File: src/rtl/alu_issue_ctrl.sv
// ALU issue controller: 4x4 register file, IDLE/EXEC/WB sequencing,
// operand/opcode registers to an external ALU, result write-back and flags.
module alu_issue_ctrl #(
  parameter bit ZERO_R0 = 1'b1
) (
  input  logic       clk,
  input  logic       rst_n,
  input  logic       instr_valid,
  input  logic [7:0] instr,
  output logic       instr_ready,
  output logic [3:0] ALU_In1,
  output logic [3:0] ALU_In2,
  output logic [1:0] Opcode,
  input  logic [3:0] ALU_Out,
  input  logic       Error,
  input  logic       ld_en,
  input  logic [1:0] ld_addr,
  input  logic [3:0] ld_data,
  input  logic [1:0] rd_addr,
  output logic [3:0] rd_data,
  output logic       done,
  output logic       z_flag,
  output logic       ovf_flag,
  input  logic       clr_ovf
);

  typedef enum logic [1:0] {
    IDLE,
    EXEC,
    WB
  } state_e;

  state_e     state_q;
  logic [3:0] rf_q [4];
  logic [3:0] rf_d [4];
  logic [3:0] a_q;
  logic [3:0] b_q;
  logic [1:0] op_q;
  logic [1:0] rd_q;
  logic [3:0] result_q;
  logic       done_q;
  logic       z_q;
  logic       ovf_q;

  logic [1:0] rs;
  logic [1:0] rt;
  logic [3:0] op_a;
  logic [3:0] op_b;
  logic       err_d;

  assign rs = instr[3:2];
  assign rt = instr[1:0];

  assign op_a = (ZERO_R0 && rs == 2'd0) ? 4'h0 : rf_q[rs];
  assign op_b = (ZERO_R0 && rt == 2'd0) ? 4'h0 : rf_q[rt];

  assign rd_data = (ZERO_R0 && rd_addr == 2'd0) ? 4'h0 : rf_q[rd_addr];

  // Overflow only has meaning for add/sub (Opcode[1] == 0).
  assign err_d = Error & ~op_q[1];

  assign instr_ready = (state_q == IDLE);
  assign ALU_In1     = a_q;
  assign ALU_In2     = b_q;
  assign Opcode      = op_q;
  assign done        = done_q;
  assign z_flag      = z_q;
  assign ovf_flag    = ovf_q;

  // Write-back is applied after the load port so it wins a collision.
  always_comb begin
    rf_d = rf_q;
    if (ld_en) rf_d[ld_addr] = ld_data;
    if (state_q == WB) rf_d[rd_q] = result_q;
    if (ZERO_R0) rf_d[0] = 4'h0;
  end

  always_ff @(posedge clk or negedge rst_n) begin
    if (!rst_n) begin
      state_q <= IDLE;
      for (int i = 0; i < 4; i++) rf_q[i] <= 4'h0;
      a_q      <= 4'h0;
      b_q      <= 4'h0;
      op_q     <= 2'd0;
      rd_q     <= 2'd0;
      result_q <= 4'h0;
      done_q   <= 1'b0;
      z_q      <= 1'b0;
      ovf_q    <= 1'b0;
    end else begin
      rf_q   <= rf_d;
      done_q <= 1'b0;
      unique case (state_q)
        IDLE: begin
          if (instr_valid) begin
            op_q    <= instr[7:6];
            rd_q    <= instr[5:4];
            a_q     <= op_a;
            b_q     <= op_b;
            state_q <= EXEC;
          end
        end
        EXEC: begin
          result_q <= ALU_Out;
          done_q   <= 1'b1;
          state_q  <= WB;
        end
        WB: begin
          z_q     <= (result_q == 4'h0);
          state_q <= IDLE;
        end
        default: state_q <= IDLE;
      endcase
      if (state_q == EXEC && err_d) ovf_q <= 1'b1;
      else if (clr_ovf) ovf_q <= 1'b0;
    end
  end

endmodule

File: config.mk
export PLATFORM = sky130hd
export DESIGN_NAME = alu_issue_ctrl
export DESIGN_NICKNAME = d
export VERILOG_FILES = /design/src/rtl/alu_issue_ctrl.sv
export SDC_FILE = /design/constraint.sdc
export NUM_CORES = 1
export LEC_CHECK = 0
export BUFFER_PORTS_ARGS = -buffer_cell sky130_fd_sc_hd__buf_2
export CORE_ASPECT_RATIO = 1.4
export CORE_UTILIZATION = 48
export CTS_BUF_LIST = sky130_fd_sc_hd__clkbuf_4
export DETAILED_ROUTE_END_ITERATION = 10
export PLACE_DENSITY = 0.87
export SYNTH_ARGS = -nofsm -noshare
export SYNTH_HDL_FRONTEND = slang
export SYNTH_SLANG_ARGS = --single-unit
File: constraint.sdc
create_clock -name clk -period 1.3 [get_ports clk]
set_input_delay 0.195 -clock clk [delete_from_list [all_inputs] [get_ports clk]]
set_output_delay 0.195 -clock clk [all_outputs]
set_load 0.03 [all_outputs]
* Word-level counts from Yosys, hierarchy flattened
Index checks and enable logic that the tools add are counted.
Storage, ports and cells: register bits after elaboration 33, input port bits 26, output and inout bits 18, logic and storage cells 64
Cells by class: order comparisons 7, eq/ne operators 3, multiplexer cells 25, bitwise logic cells 7, reductions and logical operators 10
Operators with widths (count):
- two-way mux 4 bit | 11
- bitwise mux 16 bit | 2
- binary-select mux 4 bit (select 2 bit) | 3
- demux 4 bit (select 2 bit) | 2
- two-way mux 16 bit | 1
- greater-or-equal comparator 3 bit, second input constant | 5
- inverter 2 -> 3 bit | 5
- two-way mux 12 bit | 1
- logical NOT 2 bit | 4
- < comparator 3 x 1 -> 1 bit, second input constant | 2
- logical NOT 4 bit | 1
- case mux 2 bit (2 select lines) | 1
- logical AND 1 bit | 3
- two-way mux 1 bit | 3
- == test 2 x 1 -> 1 bit, second input constant | 1
- == test 2 bit, second input constant | 1
- two-way mux 2 bit | 1
- inequality test 2 bit, second input constant | 1
- AND reduction 2 bit | 1
- nonzero test 2 bit | 1
- AND 1 bit | 1
- inverter 1 bit | 1

* Longest topological paths before layout
Gate-level depths: netlist of run 1.
depth after elaboration 9, mapped depth 4

* Worst setup path after synthesis of run 1
No wires, ideal clock.
kind reg-to-reg, start register state_q[1], end register op_q[1], in the netlist Opcode[1], data arrival time 1244 ps, required time 1175 ps, path slack -69 ps, stages on the path, launching flop included 4, path buffers 1, period minus slack after synthesis 1369 ps, cells stage by stage dfrtp_1 -> or3b_4 -> buf_6 -> mux2_4
Between the ends: cells in the longest elaborated chain, start to end 2
RTL lines:
- from (decl) | line 33 | state_e state_q;
- from (signal assigned) | line 80 | state_q <= IDLE;
- from (signal assigned) | line 100 | state_q <= EXEC;
- from (signal assigned) | line 106 | state_q <= WB;
- logical NOT 2 bit | line 93 | unique case (state_q)
- AND reduction 2 bit (no source line)
- to (signal assigned) | line 96 | op_q <= instr[7:6];
- to (decl) | line 38 | logic [1:0] op_q;
No other way between the ends. A chain may end at the register's enable or synchronous reset.

* Worst setup path in the final report of run 1
start register rf_q[3] (netlist name), end output rd_data[3]
Between the ends: cells in the longest elaborated chain, start to end 4
RTL lines:
- from (decl) | line 34 | logic [3:0] rf_q [4];
- from (signal assigned) | line 91 | rf_q <= rf_d;
- binary-select mux 4 bit (select 2 bit) | line 57 | assign rd_data = (ZERO_R0 && rd_addr == 2'd0) ? 4'h0 : rf_q[rd_addr];
- two-way mux 4 bit (implied by the code) (2 in series) | line 57
- two-way mux 4 bit | line 57
- to (decl) | line 20 | output logic [3:0] rd_data,
No other way between the ends. The select of a mux whose other input is x is not followed.

==> results.md, run 1 <==
- Status: complete, but fails checks
- Failing checks: negative setup slack
- HP Start: clr_ovf
- Post-Synthesis Cells: 147
- Die X: 50.72 um
- Tot Pwr: 4.436 mW
- Via/cell ratio: 5.791
- R2R depth: 2
- Final hold slack: 0.04080 ns
- GPL Wtd Cong: 0.8458
- Clock Tree Root: clkbuf_4
- Via count: 1494
- Antenna Cells: 0
- Peak supply drop: 1.465 mV
- CTS buffer count: 5
- Initial antenna violation count: 0
- Final Skew: 0.008835 ns
- Power Dens Cells: 1964 nW/um^2
- Area leader, netlist: dfrtp_1
- Net Count, Synth: 173
- Synthesized area per cell: 10.85 um^2
- Asr flop ratio synth: 1.000
- Number of flops mapped to enable cells by yosys: 0
- Grt ovf: 0
- Logic pwr share: 0.448
- Placed Instances: 239
- R2R Setup Slk: -0.06 ns
- Fmax: 638.5 MHz
- Placed Instance Area: 1948 um^2
- WHS Endpoint: ovf_flag
- Hold Crit Class: input port to register
- Synthesized flop and latch total: 33
- R2R Path End: rd_q[0]
- First-pass GRT wire length: 6.686 mm
- Ranking of synthesized cells by area: dfrtp_1 (52%), mux2i_1 (7.5%), mux2_2 (6.4%)
- Clk_lat worst skew: 0.34 ns
- Crit-path max FO: 2
- Clock power share: 0.175
- Worst path required time: 1.11 ns
- Worst-Margin Slew: 0.4162 ns
- Final Critical Period: 1.566 ns
- Starting Density: 0.5060
- Int Pwr: 2.781 mW
- Row count: 24
- Post-route cell area: 2258 um^2
- Critical path, cell by cell: mux2_4 -> a22o_1 -> buf_6
- Sw power: 1.655 mW
- Count leader, synth: dfrtp_1
- CP max stage cell: dfrtp_1
- Synth top area share: 0.5176
- Synth cell count leaders: dfrtp_1 (33), a21oi_1 (20), nand2_1 (13), nor2_1 (13), mux2i_1 (12)
- Unrepaired setup endpoints after global routing: true
- Finished Layout Cells: 258
- Pre-antenna DRT Iters: 4
- Final hold vios: 0
- Post-DP HPWL: 2.616 mm
- Max_cap viols: 0
- H-Tree Level Count: 2
- Path type of the worst setup path: register to output pin
- Seq pwr share: 0.377
- Worst setup margin: -0.2663 ns
- Fraction of layout cells with a size suffix above 1: 0.4932
- DRT iter0 DRCs: 60
- Switch share: 0.3730
- Max-slew violations: 0
- Yosys warnings: 0
- CTS max path bufs: 2
- Sequential share of the synthesized area: 0.5176
- CP endpoint kind: output pin
- Total routed wirelength: 4.283 mm
- WP buf/inv: 1
- Synth Flop Type: dfrtp_1
- CP top delay family: flip-flops
- Hold Path Cell Cnt: 2
- Clk sinks: 33
- Area growth syn-to-layout: 41.57%
- Place WS: -0.04238 ns
- Wire per inst: 16.60 um
- Largest net degree at the start of global routing: 34
- FF-to-FF Start: state_q[1]
- Critical path launch point type: register
- Gr usage total: 0.2589
- Die height: 70.21 um
- CTS tree: built
- I/O pin total: 44
- Port bufs: 43
- Leak: 1.139 nW
- Largest stage delay on the critical path: 0.42 ns
- Nets: 244
- Synth unique cells: 26
- Clock slew at reported path FFs: 0.10 ns
- Post-route clock period utilization: 1.205
- Vias in the first global route: 1436
- Die ar.: 3561 um^2
- Critical Path AT: 1.37 ns
- ANT nets after route: 0
- Final setup violation count: 13
- Slew HR: 0.7225
- Post-Syn Area: 1595 um^2
- CORE AREA: 3153 um^2
- DRC: 0
[worst reg2reg max path, delay by kind of cell (launching register included)]
kind          cells  cell delay (ns)
simple gates      1             0.48
flops             1             0.46
mux               1             0.32
[power groups by stage]
stage	Clock (mW)	Combinational [mW]	Sequential, mW
6_report	0.776	1.99	1.67
5_1_grt	0.831	2.11	1.71
4_1_cts	0.794	1.79	1.64
3_5_place_dp	0	1.55	1.67
3_3_place_gp	0	1.52	1.65
2_1_floorplan	0	0.743	1.91
[cell usage in the layout (no fill, tap or decap), types with 2 or more instances in the layout]
cell type | Yosys | final
buf_6 | 1 | 10
or3b_4 | 1 | 3
inv_1 | 2 | 2
nand4bb_1 | 2 | 2
a22o_1 | 3 | 3
buf_4 | 1 | 20
clkbuf_4 | 0 | 6
buf_2 | 1 | 38
nor2_1 | 13 | 9
a21oi_1 | 20 | 20
o22ai_1 | 8 | 8
o21ai_0 | 3 | 2
nand2_2 | 0 | 6
mux2_2 | 9 | 2
mux2_4 | 3 | 10
dfrtp_2 | 0 | 2
nand2_1 | 13 | 6
nor2_2 | 0 | 3
nand3b_1 | 3 | 3
dfrtp_1 | 33 | 31
o31ai_1 | 7 | 4
mux2i_1 | 12 | 12
o31ai_2 | 1 | 4
nor2b_1 | 3 | 2
[cell families (layout without fill, tap and decap cells)]
group / Yosys count / after routing / synth area share
flip-flops: 33 / 33 / 0.5176
buffers and inverters: 9 / 79 / 0.02902
AO/OA/AOI/OAI: 42 / 42 / 0.1608
AND/OR/NAND/NOR: 39 / 41 / 0.1255
multiplexers: 24 / 24 / 0.1671
[metal layers]
metal	global-route usage	vias up	wire length, um
met3	0.06100	24	205
met5	0	-	0
met2	0.4400	66	2248
met1	0.2806	720	1591
li1	-	684	-
met4	0.1636	0	238
[registers in the layout, indices dropped and copies added, names as in the netlist]
name,count
z_flag,1
rf_q,12
rd_q,2
ALU_In1,4
result_q,4
ALU_In2,4
state_q,2
ovf_flag,1
Opcode,2
done,1
[stage by stage]
stage | utilization | TNS [ns]
3_5_place_dp | 0.6179 | -0.2703
2_1_floorplan | - | -0.2069
4_1_cts | 0.6885 | -1.145
3_3_place_gp | 0.6179 | -0.02620
5_1_grt | 0.7163 | -1.631
6_report | 0.7163 | -1.247
[worst max path at each step]
stage | start | endpoint | slack, ns | cells past startpoint
after CTS | rf_q[9] | rd_data[1] | -0.25 | 3
final | rf_q[3] | rd_data[3] | -0.27 | 3
after detailed placement | state_q[0] | Opcode[1] | -0.04 | 2
after global routing | rf_q[3] | rd_data[3] | -0.30 | 3
after global placement | state_q[0] | Opcode[1] | -0.009 | 2
after floorplan | state_q[1] | Opcode[1] | -0.07 | 3
[layout make-up]
cell class	instances	area, um^2
clock inverters	2	33.78
clock buffers	6	45.04
flip-flops and latches	33	828.3
fillers	231	894.6
well taps	39	48.80
multi-input cells	107	832.0
inverters	2	7.507
repair buffers	69	462.9
[repair_timing]
| item | in CTS | in global routing |
|---|---|---|
| pin swaps | 4 | 4 |
| resized for setup | 26 | 18 |
| hold endpoints to repair | 33 | 0 |
| buffers inserted | 4 | 4 |
| endpoints found under the setup margin | 15 | 26 |
| hold buffers | 1 | 0 |
| gates cloned | 2 | 0 |
Power figures use the tool's default switching activity.
==> run 2, diff against run 1 <==
--- a/constraint.sdc
+++ b/constraint.sdc
@@ -3,2 +3,2 @@
 set_output_delay 0.195 -clock clk [all_outputs]
-set_load 0.03 [all_outputs]
+set_load 0.05 [all_outputs]
==> run 2 against run 1 <==
Against the previous run:
- the flow still finishes with violations (negative setup slack)
- combinational power up 16%
- die area unchanged
- critical path depth unchanged
- via count down 2.2%
- non-clock buffer count down 2
- highest routed layer unchanged
==> results.md, run 2 (synthesis results as in run 1) <==
- Status: complete, but fails checks
- Failing checks: negative setup slack
- Area growth syn-to-layout: 43.45%
- Via count: 1461
- Largest register FFs: 12
- Unrepaired setup endpoints after global routing: true
- Fmax: 631.1 MHz
- Crit-path max FO: 2
- FF-to-FF Start: state_q[1]
- Die X: 50.72 um
- Wire length on met1: 1.473 mm
- Row count: 24
- Total routed wirelength: 4.143 mm
- Grt ovf: 0
- H-Tree Level Count: 2
- Max-slew violations: 0
- Final Critical Period: 1.584 ns
- CP endpoint kind: output pin
- Hold Crit Class: input port to register
- Worst path required time: 1.11 ns
- ANT nets after route: 0
- Power Dens Cells: 2000 nW/um^2
- Via/cell ratio: 5.752
- Worst-Margin Slew: 0.4293 ns
- DRC: 0
- Final setup violation count: 17
- Worst setup margin: -0.2845 ns
- Most frequent cells in the layout: buf_2 (38), dfrtp_1 (33), a21oi_1 (19), buf_4 (16), mux2i_1 (12)
- Starting Density: 0.5060
- Pre-antenna DRT Iters: 4
- Placed Instances: 239
- CTS buffer count: 5
- CTS max path bufs: 2
- Final hold slack: 0.04097 ns
- Launch point of the worst path: rf_q[10]
- Clk sinks: 33
- Clk_lat worst skew: 0.34 ns
- Final hold vios: 0
- Critical Path AT: 1.39 ns
- HP Start: clr_ovf
- CTS tree: built
- Finished Layout Cells: 254
- Wire per inst: 16.31 um
- Antenna Cells: 0
- GPL Wtd Cong: 0.8020
- Final Skew: 0.009961 ns
- Die ar.: 3561 um^2
- Initial antenna violation count: 0
- Critical path launch point type: register
- Path type of the worst setup path: register to output pin
- I/O pin total: 44
- Largest net degree at the start of global routing: 34
- Vias in the first global route: 1511
- Port bufs: 43
- Wire length on met3: 243 um
- Gr usage total: 0.2507
- CORE AREA: 3153 um^2
- Clock Tree Root: clkbuf_4
- Most flop-heavy register: rf_q
- Post-DP HPWL: 2.573 mm
- Clock slew at reported path FFs: 0.10 ns
- Leak: 1.130 nW
- Slew HR: 0.7138
- Uppermost routed layer: met4
- Post-route clock period utilization: 1.219
- Max_cap viols: 0
- First-pass GRT wire length: 6.630 mm
- Peak supply drop: 1.290 mV
- Die height: 70.21 um
- Nets: 241
- DRT iter0 DRCs: 57
- WL met2: 2.317 mm
- Fraction of layout cells with a size suffix above 1: 0.5349
- Commonest non-fill, non-tap cell in the layout: buf_2
## run 2: per-stage QoR
step	utilization	power, mW	setup TNS [ns]	setup slack, ns	area (um^2)
detailed placement	0.6179	3.521	-0.1237	-0.02310	1948
global placement	0.6179	3.466	-0.02356	-0.01980	1948
global route	0.7258	4.792	-2.441	-0.3367	2288
finish	0.7258	4.576	-1.506	-0.2845	2288
CTS	0.6821	4.337	-1.297	-0.2687	2151
floorplan	-	2.922	-0.2183	-0.06898	1595
## run 2: area by class of cell
class / instances / area [um^2]
Multi-Input combinational cell: 106 / 898.4
Fill cell: 236 / 864.6
Sequential cell: 33 / 825.8
Timing Repair Buffer: 67 / 459.2
Tap cell: 39 / 48.80
Clock buffer: 6 / 45.04
Inverter: 2 / 7.507
Clock inverter: 1 / 3.754
## run 2: power breakdown
group | switching (mW) | total [mW] | internal [mW]
Sequential | 0.343 | 1.73 | 1.38
Combinational | 1.30 | 2.30 | 0.999
Clock | 0.336 | 0.553 | 0.217
Total | 1.98 | 4.58 | 2.60
## run 2: critical path: stages, from the launching register on
cell and delay [ns]:
dfrtp_1 0.41, mux2_4 0.27, a22o_1 0.21, buf_6 0.15
## run 2: routing by layer
layer | track usage | up-vias
met4 | 0.1358 | 0
met5 | 0 | -
met3 | 0.06536 | 13
li1 | - | 675
met1 | 0.2800 | 700
met2 | 0.4237 | 73
## run 2: repair_timing
action                     CTS  global route
pin swaps                   12             3
cloned                       1             0
hold endpoints to repair    33             0
setup endpoints to repair   17            24
gates resized for setup     31            30
setup buffers                4             3
hold buffers                 1             0
## run 2: worst paths after layout
kind                               to  slack (ns)  cells past startpoint
min in group asynchronous  ALU_In1[3]        0.40                      3
hold reg to reg                z_flag        0.50                      2
setup / recovery           rd_data[2]       -0.28                      3
setup reg to reg              rd_q[1]       -0.07                      2
max in group asynchronous     rf_q[5]        0.58                      3
hold / removal               ovf_flag        0.04                      2
